===== src/rtl/xs3_pkg.sv =====
// Shared types and constants for the BCD to Excess-3 sequencer.
package xs3_pkg;

  typedef enum logic [1:0] {
    IDLE,
    CONV,
    DONE
  } state_t;

  localparam int         DIGIT_W    = 4;
  localparam logic [3:0] XS3_OFFSET = 4'd3;
  localparam logic [3:0] BCD_MAX    = 4'd9;

endpackage


===== src/rtl/xs3_digit_conv.sv =====
// Single-digit Excess-3 converter: y = (d + 3) mod 16, no range check.
module xs3_digit_conv
  import xs3_pkg::*;
(
  input  logic [DIGIT_W-1:0] d,
  output logic [DIGIT_W-1:0] y
);

  assign y = d + XS3_OFFSET;

endmodule


===== src/rtl/bcd_xs3_seq.sv =====
// Converts a packed BCD word to Excess-3 one digit per clock through one shared converter.
// Optional range check enabled by defining BCD_XS3_ERRCHK_EN.
//
// state | meaning
// IDLE  | waiting for a word, in_ready high
// CONV  | converting digit idx, LSB first
// DONE  | result held on out_xs3 until out_ready
module bcd_xs3_seq
  import xs3_pkg::*;
#(
  parameter int DIGITS = 4
) (
  input  logic                      clk,
  input  logic                      rst,
  input  logic                      in_valid,
  output logic                      in_ready,
  input  logic [DIGIT_W*DIGITS-1:0] in_bcd,
  output logic                      out_valid,
  input  logic                      out_ready,
  output logic [DIGIT_W*DIGITS-1:0] out_xs3,
  output logic                      out_err,
  output logic                      busy
);

  localparam int W     = DIGIT_W * DIGITS;
  localparam int IDX_W = (DIGITS > 1) ? $clog2(DIGITS) : 1;
  localparam logic [IDX_W-1:0] LAST_IDX = IDX_W'(DIGITS - 1);

  state_t             state_q, state_d;
  logic [W-1:0]       src_q, src_d;
  logic [W-1:0]       res_q, res_d;
  logic [IDX_W-1:0]   idx_q, idx_d;
  logic               err_q, err_d;
  logic [DIGIT_W-1:0] digit;
  logic [DIGIT_W-1:0] conv_y;
  logic [DIGIT_W-1:0] nib;

  xs3_digit_conv u_conv (
    .d (digit),
    .y (conv_y)
  );

  always_comb begin
    state_d = state_q;
    src_d   = src_q;
    res_d   = res_q;
    idx_d   = idx_q;
    err_d   = err_q;
    digit   = '0;

    for (int i = 0; i < DIGITS; i++) begin
      if (idx_q == IDX_W'(i)) digit = src_q[i*DIGIT_W +: DIGIT_W];
    end

    nib = conv_y;
`ifdef BCD_XS3_ERRCHK_EN
    // Out-of-range digits produce a zero nibble rather than a wrapped code.
    if (digit > BCD_MAX) nib = '0;
`endif

    case (state_q)
      IDLE: begin
        if (in_valid) begin
          src_d   = in_bcd;
          res_d   = '0;
          idx_d   = '0;
          err_d   = 1'b0;
          state_d = CONV;
        end
      end
      CONV: begin
        for (int i = 0; i < DIGITS; i++) begin
          if (idx_q == IDX_W'(i)) res_d[i*DIGIT_W +: DIGIT_W] = nib;
        end
`ifdef BCD_XS3_ERRCHK_EN
        if (digit > BCD_MAX) err_d = 1'b1;
`endif
        if (idx_q == LAST_IDX) state_d = DONE;
        else                   idx_d   = idx_q + 1'b1;
      end
      DONE: begin
        if (out_ready) state_d = IDLE;
      end
      default: state_d = IDLE;
    endcase
  end

  always_ff @(posedge clk or posedge rst) begin
    if (rst) begin
      state_q <= IDLE;
      src_q   <= '0;
      res_q   <= '0;
      idx_q   <= '0;
      err_q   <= 1'b0;
    end else begin
      state_q <= state_d;
      src_q   <= src_d;
      res_q   <= res_d;
      idx_q   <= idx_d;
      err_q   <= err_d;
    end
  end

  // Without the range check err_q is never set, so out_err stays 0.
  assign in_ready  = (state_q == IDLE);
  assign out_valid = (state_q == DONE);
  assign busy      = (state_q != IDLE);
  assign out_xs3   = res_q;
  assign out_err   = err_q;

endmodule


===== config.mk =====
export PLATFORM = sky130hd
export DESIGN_NAME = bcd_xs3_seq
export DESIGN_NICKNAME = d
export VERILOG_FILES = /design/src/rtl/xs3_pkg.sv /design/src/rtl/xs3_digit_conv.sv /design/src/rtl/bcd_xs3_seq.sv
export SDC_FILE = /design/constraint.sdc
export NUM_CORES = 1
export LEC_CHECK = 0
export ABC_AREA = 0
export BUFFER_PORTS_ARGS = -buffer_cell sky130_fd_sc_hd__buf_2
export CORE_MARGIN = 2
export CORE_UTILIZATION = 49
export DETAILED_ROUTE_END_ITERATION = 8
export PLACE_DENSITY = 0.79
export RECOVER_POWER = 25
export SYNTH_ARGS = -nofsm -noshare
export SYNTH_HDL_FRONTEND = slang
export SYNTH_HIERARCHICAL = 1
export SYNTH_SLANG_ARGS = --single-unit

===== constraint.sdc =====
create_clock -name clk -period 2.3 [get_ports clk]
set_input_delay 0.345 -clock clk [delete_from_list [all_inputs] [get_ports clk]]
set_output_delay 0.345 -clock clk [all_outputs]
set_load 0.01 [all_outputs]

# Word-level counts from Yosys, hierarchy flattened

Cells that the tools add are included.
Widths: inputs -> output; s select.

Register bits: 36
Input port bits: 20
Output and inout bits: 20
Word-level logic and storage cells: 49

$add $sub $neg: 2
Equality and inequality tests: 12
Multiplexer cells: 17
Reductions and logical operators: 11

Operators with widths:

| cell                | count |
|---|---|
| $mux 4              | 8 |
| $pmux 16 s2         | 1 |
| $reduce_and 3->1    | 6 |
| $mux 16             | 1 |
| $ne 2x2->1 const B  | 6 |
| $mux 2              | 5 |
| $eq 2x2->1 const B  | 3 |
| $pmux 2 s3          | 1 |
| $add 4x2->4 const B | 1 |
| $eq 2x1->1 const B  | 2 |
| $logic_not 2->1     | 2 |
| $pmux 2 s2          | 1 |
| $reduce_bool 2->1   | 2 |
| $add 2x1->2 const B | 1 |
| $ne 2x1->1 const B  | 1 |
| $reduce_and 2->1    | 1 |

# Depth between registers and ports, before layout

Depth after elaboration: 8
Gate-level depth with buffers: 10
Gate-level depth less buffers: 9

# Hierarchy

Netlist, hierarchy kept.

By module, submodules not included:

| module         | instances | cells an instance | area an instance (um^2) | seq. area each (um^2) |
|---|---|---|---|---|
| bcd_xs3_seq    | 1         | 148               | 1875.5                  | 900.9 |
| xs3_digit_conv | 1         | 7                 | 50.0                    | 0.0 |

# Worst setup path after synthesis

No wires, ideal clock.

Kind: flip-flop to flip-flop
Start point: reg idx_q[0]
End point: reg res_q[14] (netlist: out_xs3[14])
Setup time: 0.126 ns
Arrival: 2.208 ns
Required time: 2.174 ns
Slack: -0.034 ns
Stages on the path, launching flop included: 11
Path buffers: 1
Period minus slack after synthesis: 2.334 ns
Cell sequence: dfrtp_1 > inv_1 > ha_1 > clkbuf_1 > a211oi_1 > a221oi_1 > inv_1 > ha_1 > xnor2_1 > nor2b_1 > a221o_1

Longest elaborated chain between the ends: 8
Elaborated cells between the ends (all ways): 13
Classes of those cells: add/sub: 1; eq/ne: 4; mux: 6; reduce/logical: 2

Ends and longest elaborated chain:

| element                | line                | text |
|---|---|---|
| start, declared        | bcd_xs3_seq.sv:32   | `logic [IDX_W-1:0] idx_q, idx_d;` |
| start signal, assigned | bcd_xs3_seq.sv:99   | `idx_q <= idx_d;` |
| $logic_not 2->1        | bcd_xs3_seq.sv:52   | `if (idx_q == IDX_W'(i)) digit = src_q[i*DIGIT_W +: DIGIT_W];` |
| $mux 4 (3 in series)   | bcd_xs3_seq.sv:52   |  |
| $mux 4 *               | bcd_xs3_seq.sv:52   |  |
| named net digit[0]     | bcd_xs3_seq.sv:34   | `logic [DIGIT_W-1:0] digit;` |
| $add 4x2->4 *          | xs3_digit_conv.sv:9 | `assign y = d + XS3_OFFSET;` |
| named net conv_y[2]    | bcd_xs3_seq.sv:35   | `logic [DIGIT_W-1:0] conv_y;` |
| $mux 4 *               | bcd_xs3_seq.sv:73   | `if (idx_q == IDX_W'(i)) res_d[i*DIGIT_W +: DIGIT_W] = nib;` |
| $pmux 16 s2 *          | bcd_xs3_seq.sv:61   | `case (state_q)` |
| end signal, assigned   | bcd_xs3_seq.sv:98   | `res_q <= res_d;` |
| end, declared          | bcd_xs3_seq.sv:31   | `logic [W-1:0] res_q, res_d;` |

The timed path passes the listed nets; every way through them passes the cells marked *. The select of a mux whose other input is x is not followed.
A chain may end at the register's enable or synchronous reset.

# Worst setup path after layout

Start point: reg idx_q[0]
End point: reg res_q[11] (netlist: out_xs3[11])

Same word-level chain as after synthesis.

==> key figures <==
Yosys
  • Synth Area in Adders: between 3 and 4%
  • Post-Syn Instances: between 150 and 200
  • Ys flop type: dfrtp_1
  • Proportion of synthesized area in mux cells: 11.3%
  • Synth Area in Compound Gates: between 10 and 15%
  • Largest family of logic cells by synthesized area: simple AND/OR/NAND/NOR gates
  • Post-Synthesis Cell Area: a little under 0.002 mm^2
  • Total of flip-flops plus latches after synthesis: 36
  • Yosys Warn Count: 6
  • Synth unique cells: 32
  • Async set-reset flop share out of synthesis: 100%
  • Count of flip-flops with a built-in enable after synthesis: 0
  • Post-Syn Nets: 180
  • Synthesized-area fraction occupied by xor and xnor cells: less than 1%
  • Sequential area share after synthesis: between 40% and 50%
  • Area fraction in and, or, nand and nor cells after synthesis: 17.0%
  • Synth Area per Inst: roughly 12 um^2

CTS
  • Post-cts hold buffer count: 0
  • Clock-pin slew of the registers on the worst-case setup and hold paths: 0.07 ns
  • Number of clock sinks: 36
  • Clock Tree Buf Depth: 2
  • CTS tree: done
  • Root buffer selected by CTS: clkbuf_8
  • H-tree levels: 2
  • Clock buffers created by TritonCTS: 5
  • Clk_lat worst skew: between 0.2 and 0.3 ns

Worst setup path
  • Endpoint kind of the worst setup timing path: flip-flop
  • Required time of the worst setup path: 2.48 ns
  • Maximum fanout encountered on the critical timing path: 13
  • Arrival @ worst endpoint: around 2.4 ns
  • Worst setup path class: reg2reg
  • Startpoint Class: flip-flop

Route
  • Detailed route wirelength on metal3: 170 um
  • Top layer used by detailed routing: met4
  • M1 WL: between 1.5 and 2 mm
  • Vias after detailed routing: between 1000 and 1500
  • Routed met2 length: 2.12 mm
  • Initial DRC count: about 100
  • Routed wire length: 4.13 mm
  • Iteration count of the initial detailed-routing pass: 4
  • Mean number of vias per cell: 5.59
  • DRC violations left: 0
  • Count of nets left with antenna violations after detail routing: 0
  • Post-detailed-route wirelength per cell: 16.6 um

Place
  • Area after detailed placement: ~0.0022 mm^2
  • Total half-perimeter wirelength after legalization and detailed placement: approximately 2.8 mm
  • Final RePlAce weighted congestion: 0.814
  • Count of input and output buffers: 38
  • Setup WS pre-CTS: -0.0448 ns

Finish
  • Area overhead of the layout relative to synthesis: 22.3%
  • Most frequent cells in the layout: 38 x buf_2, 35 x dfrtp_1, 16 x and3b_1, 16 x a221o_1, 12 x buf_4
  • Most frequent standard cell in the layout excluding fill and tap cells: buf_2
  • Cell area after layout: roughly 0.0024 mm^2
  • Share of post-route cells with drive strength above 1: between 40% and 50%
  • Number of nets in the finished design: approximately 230
  • Total inserted antenna cells: 0

Floorplan
  • I/O pin count: 40
  • Starting density of the core: between 50 and 60%
  • Overall die height: 66.7 um
  • Row Count: 22
  • Area of the core: about 0.0037 mm^2
  • Area of the die: approximately 0.0044 mm^2
  • Die span in x: approximately 67 um

Timing
  • Transition time at the pin with the least slew margin: 0.784 ns
  • Slew headroom: 47.7%
  • Share of the cycle needed by the critical path after routing: 96.4%
  • Post-layout worst setup margin: 0.0834 ns
  • Fin. Hold Viols: 0
  • Post-layout min period: 2.22 ns
  • Setup violation total in the final timing report: 0
  • Count of final max-slew check failures: 0
  • Worst Clk Skew: approximately 0.0052 ns
  • Max Freq: around 450 MHz

Outcome
  • Result of the run: completed

Global route
  • Aggregate global-route resource usage: 19.8%
  • Vias in the first global route: roughly 1400
  • Remaining global-route overflow: 0
  • Wire length of the first global-routing pass: 6.53 mm
  • Antenna violations before repair: 0
  • Maximum number of pins on one net before global-route repair: 37

Power
  • Static leakage: 1.19 nW
  • Worst VDD drop: roughly 650 uV
  • Net load switching power: approximately 1.5 mW
  • Gate power share: 56.1%
  • Seq pwr share: about a third
  • Internal power contribution: roughly 2.3 mW
  • PD cells: approximately 1600 mW/mm^2
  • Sw Ratio: ~39%
  • Clock network fraction of total power: between 10% and 20%

Hold path
  • Hold Crit Class: in2async

Run
  • Max-Cap Viols: 0
sequential cells by signal, indices dropped and copies added (netlist names):
register	cells
idx_q	2
out_xs3	16
state_q	2
src_q	16
area by class of cell:
| type | count | area (um^2) |
|---|---|---|
| fillers | 303 | 1360 |
| multi-input cells | 95 | 980 |
| flip-flops and latches | 36 | 902 |
| repair buffers | 50 | 280 |
| clock buffers | 5 | 68.8 |
| well taps | 48 | 60.1 |
| inverters | 13 | 51.3 |
| clock inverters | 2 | 12.5 |
power by group through the flow:
stage | registers, mW | clock network (mW) | logic (mW)
5_1_grt | 1.24 | 0.468 | 2.30
2_1_floorplan | 1.13 | 0 | 1.45
4_1_cts | 1.19 | 0.438 | 1.91
3_3_place_gp | 1.18 | 0 | 1.81
3_5_place_dp | 1.20 | 0 | 1.87
6_report | 1.20 | 0.435 | 2.09
cells by family after synthesis:
logic type	Yosys count
simple gates	41
flops	36
compound gates	30
buf+inv	24
mux	16
fa+ha+maj	5
xor+xnor	2
other cells	1
final timing paths:
check	from	end	slack, ns	cells after the start
hold reg to reg	src_q[9]	src_q[9]	0.52	1
min in group clk	in_bcd[9]	src_q[9]	0.28	2
setup reg to reg	idx_q[0]	out_xs3[11]	0.08	9
max in group asynchronous	rst	idx_q[0]	1.81	3
setup / recovery	idx_q[0]	out_xs3[11]	0.08	9
hold / removal	rst	out_xs3[1]	0.14	3
what timing repair did:
| action | in CTS | in global routing |
|---|---|---|
| setup endpoints to repair | 11 | 12 |
| buffers inserted | 1 | 3 |
| pin swaps | 1 | 2 |
| gates cloned | 0 | 0 |
| hold endpoints to repair | 0 | 0 |
| resized for setup | 2 | 14 |
worst max-delay path, cell delays in order, from the launching register on:
cell	delay [ns]
dfrtp_2	0.44
buf_4	0.15
ha_4	0.23
a211oi_1	0.08
a221oi_1	0.31
buf_4	0.18
o21ai_2	0.06
xnor2_1	0.12
nor2b_2	0.19
a221o_1	0.34
per-stage QoR:
stage	std cells	hold WS, ns	TNS [ns]	utilization [%]	power [mW]
5_1_grt	249	0.176	-0.0715	63.4	4.01
6_report	249	0.143	0	63.4	3.73
4_1_cts	246	0.157	0	60.9	3.54
2_1_floorplan	155	0.481	0	-	2.57
3_3_place_gp	238	0.457	0	58.4	2.99
3_5_place_dp	238	0.473	-0.201	58.4	3.07
layer usage:
layer	vias to the layer above	track usage, %
met1	689	25.2
met2	31	31.8
li1	663	-
met5	-	0
met3	8	5.74
met4	0	7.91
Yosys cell counts (all sizes together), types with 4 or more instances:
master / number / area, um^2
nand3b: 4 / 30.0
a211oi: 4 / 30.0
mux2: 16 / 218
inv: 13 / 48.8
ha: 5 / 62.6
a221o: 16 / 160
clkbuf: 4 / 15.0
nor2b: 5 / 31.3
and2: 4 / 25.0
dfrtp: 36 / 901
nor3b: 5 / 48.8
a221oi: 4 / 35.0
and3b: 16 / 140
buf: 7 / 56.3
No activity file was read; power rests on OpenSTA's default activity.
